===== src/rtl/mem_pkg.sv =====
// Shared encodings for the load/store alignment unit: access sizes, FSM states
// and the alignment helpers used by the sequencer.
package mem_pkg;

  localparam logic [1:0] SIZE_WORD    = 2'b00;
  localparam logic [1:0] SIZE_BYTE    = 2'b01;
  localparam logic [1:0] SIZE_HALF    = 2'b10;
  localparam logic [1:0] SIZE_ILLEGAL = 2'b11;

  typedef enum logic [1:0] {
    IDLE = 2'b00,
    BUSY = 2'b01,
    RESP = 2'b10
  } state_e;

  // Illegal sizes never reach BUSY, so their alignment value does not matter.
  function automatic logic is_aligned(input logic [1:0] size, input logic [1:0] addr_lo);
    logic ok;
    case (size)
      SIZE_BYTE: ok = 1'b1;
      SIZE_HALF: ok = ~addr_lo[0];
      SIZE_WORD: ok = (addr_lo == 2'b00);
      default:   ok = 1'b1;
    endcase
    return ok;
  endfunction

  // Index of the final BUSY beat: 0 for a single access, N-1 for byte splitting.
  function automatic logic [1:0] last_beat(input logic [1:0] size, input logic aligned);
    logic [1:0] last;
    if (aligned) begin
      last = 2'd0;
    end else begin
      case (size)
        SIZE_HALF: last = 2'd1;
        SIZE_WORD: last = 2'd3;
        default:   last = 2'd0;
      endcase
    end
    return last;
  endfunction

endpackage


===== src/rtl/load_extend.sv =====
// Combinational load extension: selects the low 8/16/32 bits of the raw load
// data and zero- or sign-extends them to the full data width.
module load_extend
  import mem_pkg::*;
#(
  parameter int DATA_WIDTH = 32
) (
  input  logic [1:0]            size,
  input  logic                  is_unsigned,
  input  logic [DATA_WIDTH-1:0] raw,
  output logic [DATA_WIDTH-1:0] result
);

  logic fill_b_s;
  logic fill_h_s;

  assign fill_b_s = ~is_unsigned & raw[7];
  assign fill_h_s = ~is_unsigned & raw[15];

  // Width select and extension; word loads pass through untouched.
  always_comb begin
    result = {DATA_WIDTH{1'b0}};
    case (size)
      SIZE_BYTE: result = {{(DATA_WIDTH-8){fill_b_s}}, raw[7:0]};
      SIZE_HALF: result = {{(DATA_WIDTH-16){fill_h_s}}, raw[15:0]};
      SIZE_WORD: result = raw;
      default:   result = {DATA_WIDTH{1'b0}};
    endcase
  end

endmodule


===== src/rtl/mem_align_unit.sv =====
// Load/store alignment unit: accepts one access at a time, splits misaligned
// half/word accesses into byte beats and returns extended load data.
module mem_align_unit
  import mem_pkg::*;
#(
  parameter int ADDRESS_WIDTH = 32,
  parameter int DATA_WIDTH    = 32
) (
  input  logic                     clk,
  input  logic                     rst_n,
  input  logic                     req_valid,
  output logic                     req_ready,
  input  logic                     req_we,
  input  logic [1:0]               req_size,
  input  logic                     req_unsigned,
  input  logic [ADDRESS_WIDTH-1:0] req_addr,
  input  logic [DATA_WIDTH-1:0]    req_wdata,
  output logic                     resp_valid,
  output logic                     resp_err,
  output logic [DATA_WIDTH-1:0]    resp_rdata,
  output logic                     mem_we,
  output logic [1:0]               mem_dataType,
  output logic [ADDRESS_WIDTH-1:0] mem_addr,
  output logic [DATA_WIDTH-1:0]    mem_wdata,
  input  logic [DATA_WIDTH-1:0]    mem_rdata
);

  state_e                   state_q;
  logic                     we_q;
  logic [1:0]               size_q;
  logic                     uns_q;
  logic [ADDRESS_WIDTH-1:0] addr_q;
  logic [DATA_WIDTH-1:0]    wdata_q;
  logic                     mis_q;
  logic [1:0]               cnt_q;
  logic [1:0]               last_q;
  logic [DATA_WIDTH-1:0]    raw_q;

  logic [DATA_WIDTH-1:0]    raw_d;
  logic [7:0]               wbyte_s;
  logic [DATA_WIDTH-1:0]    ext_s;
  logic                     busy_s;
  logic                     resp_s;
  logic                     err_s;

  assign busy_s = (state_q == BUSY);
  assign resp_s = (state_q == RESP);
  assign err_s  = (size_q == SIZE_ILLEGAL);

  // Next load result: whole word when aligned, else byte k into lane k.
  always_comb begin
    raw_d = raw_q;
    if (!mis_q) begin
      raw_d = mem_rdata;
    end else begin
      case (cnt_q)
        2'd0:    raw_d[7:0]   = mem_rdata[7:0];
        2'd1:    raw_d[15:8]  = mem_rdata[7:0];
        2'd2:    raw_d[23:16] = mem_rdata[7:0];
        2'd3:    raw_d[31:24] = mem_rdata[7:0];
        default: raw_d        = raw_q;
      endcase
    end
  end

  // Store byte for the current misaligned beat.
  always_comb begin
    wbyte_s = 8'h00;
    case (cnt_q)
      2'd0:    wbyte_s = wdata_q[7:0];
      2'd1:    wbyte_s = wdata_q[15:8];
      2'd2:    wbyte_s = wdata_q[23:16];
      2'd3:    wbyte_s = wdata_q[31:24];
      default: wbyte_s = 8'h00;
    endcase
  end

  // Sequencer FSM with request capture, beat counter and load result register.
  always_ff @(posedge clk or negedge rst_n) begin
    if (!rst_n) begin
      state_q <= IDLE;
      we_q    <= 1'b0;
      size_q  <= SIZE_WORD;
      uns_q   <= 1'b0;
      addr_q  <= {ADDRESS_WIDTH{1'b0}};
      wdata_q <= {DATA_WIDTH{1'b0}};
      mis_q   <= 1'b0;
      cnt_q   <= 2'd0;
      last_q  <= 2'd0;
      raw_q   <= {DATA_WIDTH{1'b0}};
    end else begin
      case (state_q)
        IDLE: begin
          if (req_valid) begin
            we_q    <= req_we;
            size_q  <= req_size;
            uns_q   <= req_unsigned;
            addr_q  <= req_addr;
            wdata_q <= req_wdata;
            mis_q   <= ~is_aligned(req_size, req_addr[1:0]);
            last_q  <= last_beat(req_size, is_aligned(req_size, req_addr[1:0]));
            cnt_q   <= 2'd0;
            raw_q   <= {DATA_WIDTH{1'b0}};
            state_q <= (req_size == SIZE_ILLEGAL) ? RESP : BUSY;
          end
        end
        BUSY: begin
          if (!we_q) begin
            raw_q <= raw_d;
          end
          if (cnt_q == last_q) begin
            state_q <= RESP;
          end else begin
            cnt_q <= cnt_q + 2'd1;
          end
        end
        RESP: begin
          cnt_q   <= 2'd0;
          state_q <= IDLE;
        end
        default: begin
          cnt_q   <= 2'd0;
          state_q <= IDLE;
        end
      endcase
    end
  end

  load_extend #(
    .DATA_WIDTH(DATA_WIDTH)
  ) u_load_extend (
    .size       (size_q),
    .is_unsigned(uns_q),
    .raw        (raw_q),
    .result     (ext_s)
  );

  assign req_ready    = (state_q == IDLE);
  assign mem_we       = busy_s & we_q;
  assign mem_dataType = busy_s ? (mis_q ? SIZE_BYTE : size_q) : 2'b00;
  assign mem_addr     = busy_s ? (addr_q + {{(ADDRESS_WIDTH-2){1'b0}}, cnt_q})
                               : {ADDRESS_WIDTH{1'b0}};
  assign mem_wdata    = busy_s ? (mis_q ? {{(DATA_WIDTH-8){1'b0}}, wbyte_s} : wdata_q)
                               : {DATA_WIDTH{1'b0}};
  assign resp_valid   = resp_s;
  assign resp_err     = resp_s & err_s;
  assign resp_rdata   = (resp_s && !we_q && !err_s) ? ext_s : {DATA_WIDTH{1'b0}};

endmodule


===== config.mk =====
export PLATFORM = sky130hd
export DESIGN_NAME = mem_align_unit
export DESIGN_NICKNAME = d
export VERILOG_FILES = /design/src/rtl/mem_pkg.sv /design/src/rtl/load_extend.sv /design/src/rtl/mem_align_unit.sv
export SDC_FILE = /design/constraint.sdc
export NUM_CORES = 1
export LEC_CHECK = 0
export CORE_MARGIN = 4
export CORE_UTILIZATION = 50
export CTS_CLUSTER_DIAMETER = 150
export CTS_CLUSTER_SIZE = 25
export DETAILED_ROUTE_END_ITERATION = 7
export PLACE_DENSITY = 0.95
export SLEW_MARGIN = 20
export SYNTH_ARGS = -nofsm -noshare
export SYNTH_HDL_FRONTEND = slang
export SYNTH_SLANG_ARGS = --single-unit

===== constraint.sdc =====
create_clock -name clk -period 8.06 [get_ports clk]
set_input_delay 2.418 -clock clk [delete_from_list [all_inputs] [get_ports clk]]
set_output_delay 2.418 -clock clk [all_outputs]
set_load 0.02 [all_outputs]

==> impl_metrics.env <==
export IMPL_ys_types=49
export IMPL_ys_seq_area_frac=0.436
export IMPL_vias=6064
export IMPL_die_area_um2=14000
export IMPL_power_density_nw_per_um2=321
export IMPL_syn_area_um2=6090
export IMPL_core_um2=12000
export IMPL_track_usage=0.252
export IMPL_clk_latency_ns=0.34
export IMPL_avgSynthCellArea_um2=8.11
export IMPL_syn_num_nets=861
export IMPL_n_antenna_cell=0
export IMPL_hpwl_um=13200
export IMPL_synth_flop_cell="dfrtp_1"
export IMPL_ios=205
export IMPL_switching_share=0.440
export IMPL_clkTransAtPathRegs_ns=0.07
export IMPL_clock_fmax_ghz=0.170
export IMPL_leakagePower_uw=0.00353
export IMPL_routed_wl_um=18100
export IMPL_cp_required_ns=5.64
export IMPL_drv_cap=0
export IMPL_critPathKind="register to output port"
export IMPL_sequentialPowerShare=0.380
export IMPL_synth_seq_cells=106
export IMPL_drcViolationCount=0
export IMPL_cts_sinks=106
export IMPL_die_h_um=118
export IMPL_syn_inst=751
export IMPL_clockBufferDepth=2
export IMPL_post_route_period_util=0.731
export IMPL_combPwrFrac=0.467
export IMPL_row_count=40
export IMPL_final_cell_area_um2=8440
export IMPL_crit_chain="ha_1, fa_1, nand4_1, or4_4, or4_1, a21oi_1, clkdlybuf4s50_1"
export IMPL_grt_pass1_vias=5876
export IMPL_fin_util=0.706
export IMPL_wl_per_cell_um=16.9
export IMPL_min_path_type="register to register"
export IMPL_root_buffer="clkbuf_16"
export IMPL_viasPerCell=5.65
export IMPL_synth_edf_count=0
export IMPL_finClkSkew_ns=0.0127
export IMPL_slew_violations=0
export IMPL_hold_viol_final=0
export IMPL_synth_async_reset_ratio=1.00
export IMPL_tightest_slew_ns=0.946
export IMPL_cts_hold_buf=0
export IMPL_grt_max_degree=63
export IMPL_numPortBuffers=204
export IMPL_ant_nets=0
export IMPL_outcome="finished clean"
export IMPL_drt_initial_drc_count=539
export IMPL_cts_tree="yes"
export IMPL_setup_viol=0
export IMPL_cts_max_level=3
export IMPL_post_cts_resized=0
export IMPL_place_area_um2=8140
export IMPL_max_slew_margin_rel=0.369
export IMPL_post_cts_buffers=0
export IMPL_endpoint_kind="output port"
export IMPL_rsz0062_at_grt="false"
export IMPL_grt_pass1_wl_um=29200
export IMPL_fp_dieW_um=118
export IMPL_fin_hold_ws_ns=0.481
export IMPL_fin_tns_setup_ns=0
export IMPL_place_congestion=0.886
export IMPL_crit_path_top_delay_cell="or4_4"
export IMPL_antenna_found_initial=0
export IMPL_area_growth_pct=38.7
export IMPL_p_sw_uw=1190
export IMPL_final_nets=1031
export IMPL_drive_gt1_frac=0.0443
export IMPL_start_kind="register"
export IMPL_fin_crit_ns=5.90
export IMPL_first_pass_iters=6
export IMPL_intPower_uw=1520
export IMPL_ir_worst_vdd_mv=0.170
export IMPL_numCtsBuffers=9
export IMPL_yosys_warnings=0
export IMPL_pwr_share_clk=0.152
export IMPL_cp_data_arrival_time_ns=3.48
export IMPL_path_max_fanout=14
export IMPL_initial_core_util=0.509
export IMPL_overflow=0
export IMPL_max_stage_delay_ns=0.67
## layer usage
metal,global-route usage,share of wire,up-vias
met5,0,0,-
met4,0.111,0.040,0
met2,0.414,0.47,259
met3,0.0421,0.063,46
li1,-,-,2891
met1,0.328,0.43,2868
## stage by stage
| step | total power (uW) | instances | setup WS [ns] |
|---|---|---|---|
| floorplan | 1800 | 751 | 3.19 |
| global placement | 2240 | 1057 | 2.67 |
| detailed placement | 2300 | 1057 | 2.55 |
| CTS | 2720 | 1073 | 2.18 |
| global route | 2910 | 1073 | 2.01 |
| finish | 2710 | 1073 | 2.16 |
## worst max-delay path, delay by kind of cell (launching register included)
family,cells,cell delay [ns]
AO/OA/AOI/OAI,1,0.21
flip-flops,1,0.44
AND/OR/NAND/NOR,3,1.33
buffers and inverters,1,0.66
adder cells (fa/ha/maj),2,0.50
## worst paths after layout
path                            start      endpoint  slack [ns]  cells past startpoint
setup / recovery             cnt_q[0]  mem_addr[24]        2.16                      7
hold / removal             wdata_q[5]    wdata_q[5]        0.48                      2
setup reg to reg             cnt_q[1]      raw_q[4]        5.77                      5
hold reg to reg            wdata_q[5]    wdata_q[5]        0.48                      2
max in group asynchronous       rst_n    wdata_q[5]        4.76                      2
min in group asynchronous       rst_n    addr_q[24]        2.08                      1
## final cells by class
class / count / area [um2]
Tap cell: 147 / 184
Multi-Input combinational cell: 586 / 3210
Timing Repair Buffer: 211 / 2090
Clock buffer: 10 / 229
Sequential cell: 106 / 2650
Inverter: 7 / 26.3
Fill cell: 905 / 3520
Clock inverter: 6 / 47.5
## registers in the layout, summed over array words and instances, names as in the netlist
name,cells
addr_q,32
raw_q,32
wdata_q,32
cnt_q,2
size_q,2
state_q,2
last_q,1
mis_q,1
uns_q,1
we_q,1
## cell families (layout without fill, tap and decap cells)
kind of cell / count (synthesis) / count (layout) / synth area share
AOI/OAI and AO/OA: 129 / 129 / 0.136
xor gates and xnor gates: 13 / 13 / 0.0187
adders and majority gates: 7 / 7 / 0.0156
buffers and inverters: 59 / 234 / 0.0428
DFF: 106 / 106 / 0.436
muxes: 26 / 26 / 0.0428
and+or+nand+nor: 411 / 411 / 0.309
## synthesized netlist by cell type (all sizes together), types with 2 or more instances
cell,n,share of area
o31ai,36,0.044
mux2i,26,0.043
buf,11,0.0099
a211oi,8,0.0099
and3,4,0.0041
xnor2,8,0.012
a21oi,45,0.037
nand2b,12,0.012
o21ai,20,0.016
xor2,5,0.0072
a222oi,8,0.013
and2,38,0.039
nand3b,2,0.0025
or3,6,0.0064
nand4,8,0.011
clkbuf,41,0.029
ha,6,0.012
nor2b,5,0.0051
nor3b,2,0.0025
o22ai,4,0.0041
nand3,12,0.011
nand2,271,0.17
inv,7,0.0043
dfrtp,106,0.44
nor2,25,0.015
nor4,5,0.0051
nor3,2,0.0016
and4,3,0.0047
or4,14,0.018
## cells in the final DEF (no fill, tap or decap), drive strengths merged, types with 2 or more instances in the layout
cell type      Yosys  layout
a211oi             8       8
a21oi             45      45
a222oi             8       8
and2              38      38
and3               4       4
and4               3       3
buf               11       8
clkbuf            41      10
clkdlybuf4s50      0     203
clkinv             0       2
dfrtp            106     106
ha                 6       6
inv                7      10
mux2i             26      26
nand2            271     271
nand2b            12      12
nand3             12      12
nand3b             2       2
nand4              8       8
nor2              25      25
nor2b              5       5
nor3               2       2
nor3b              2       2
nor4               5       5
o21ai             20      20
o22ai              4       4
o31ai             36      36
or3                6       6
or4               14      14
xnor2              8       8
xor2               5       5
## power by group through the flow
stage	registers, uW	logic [uW]	clock network [uW]
2_1_floorplan	939	866	0
3_3_place_gp	1020	1220	0
3_5_place_dp	1030	1260	0
4_1_cts	1030	1270	423
5_1_grt	1070	1400	442
6_report	1030	1270	413
Note: power is estimated with default switching activity, not from simulation.
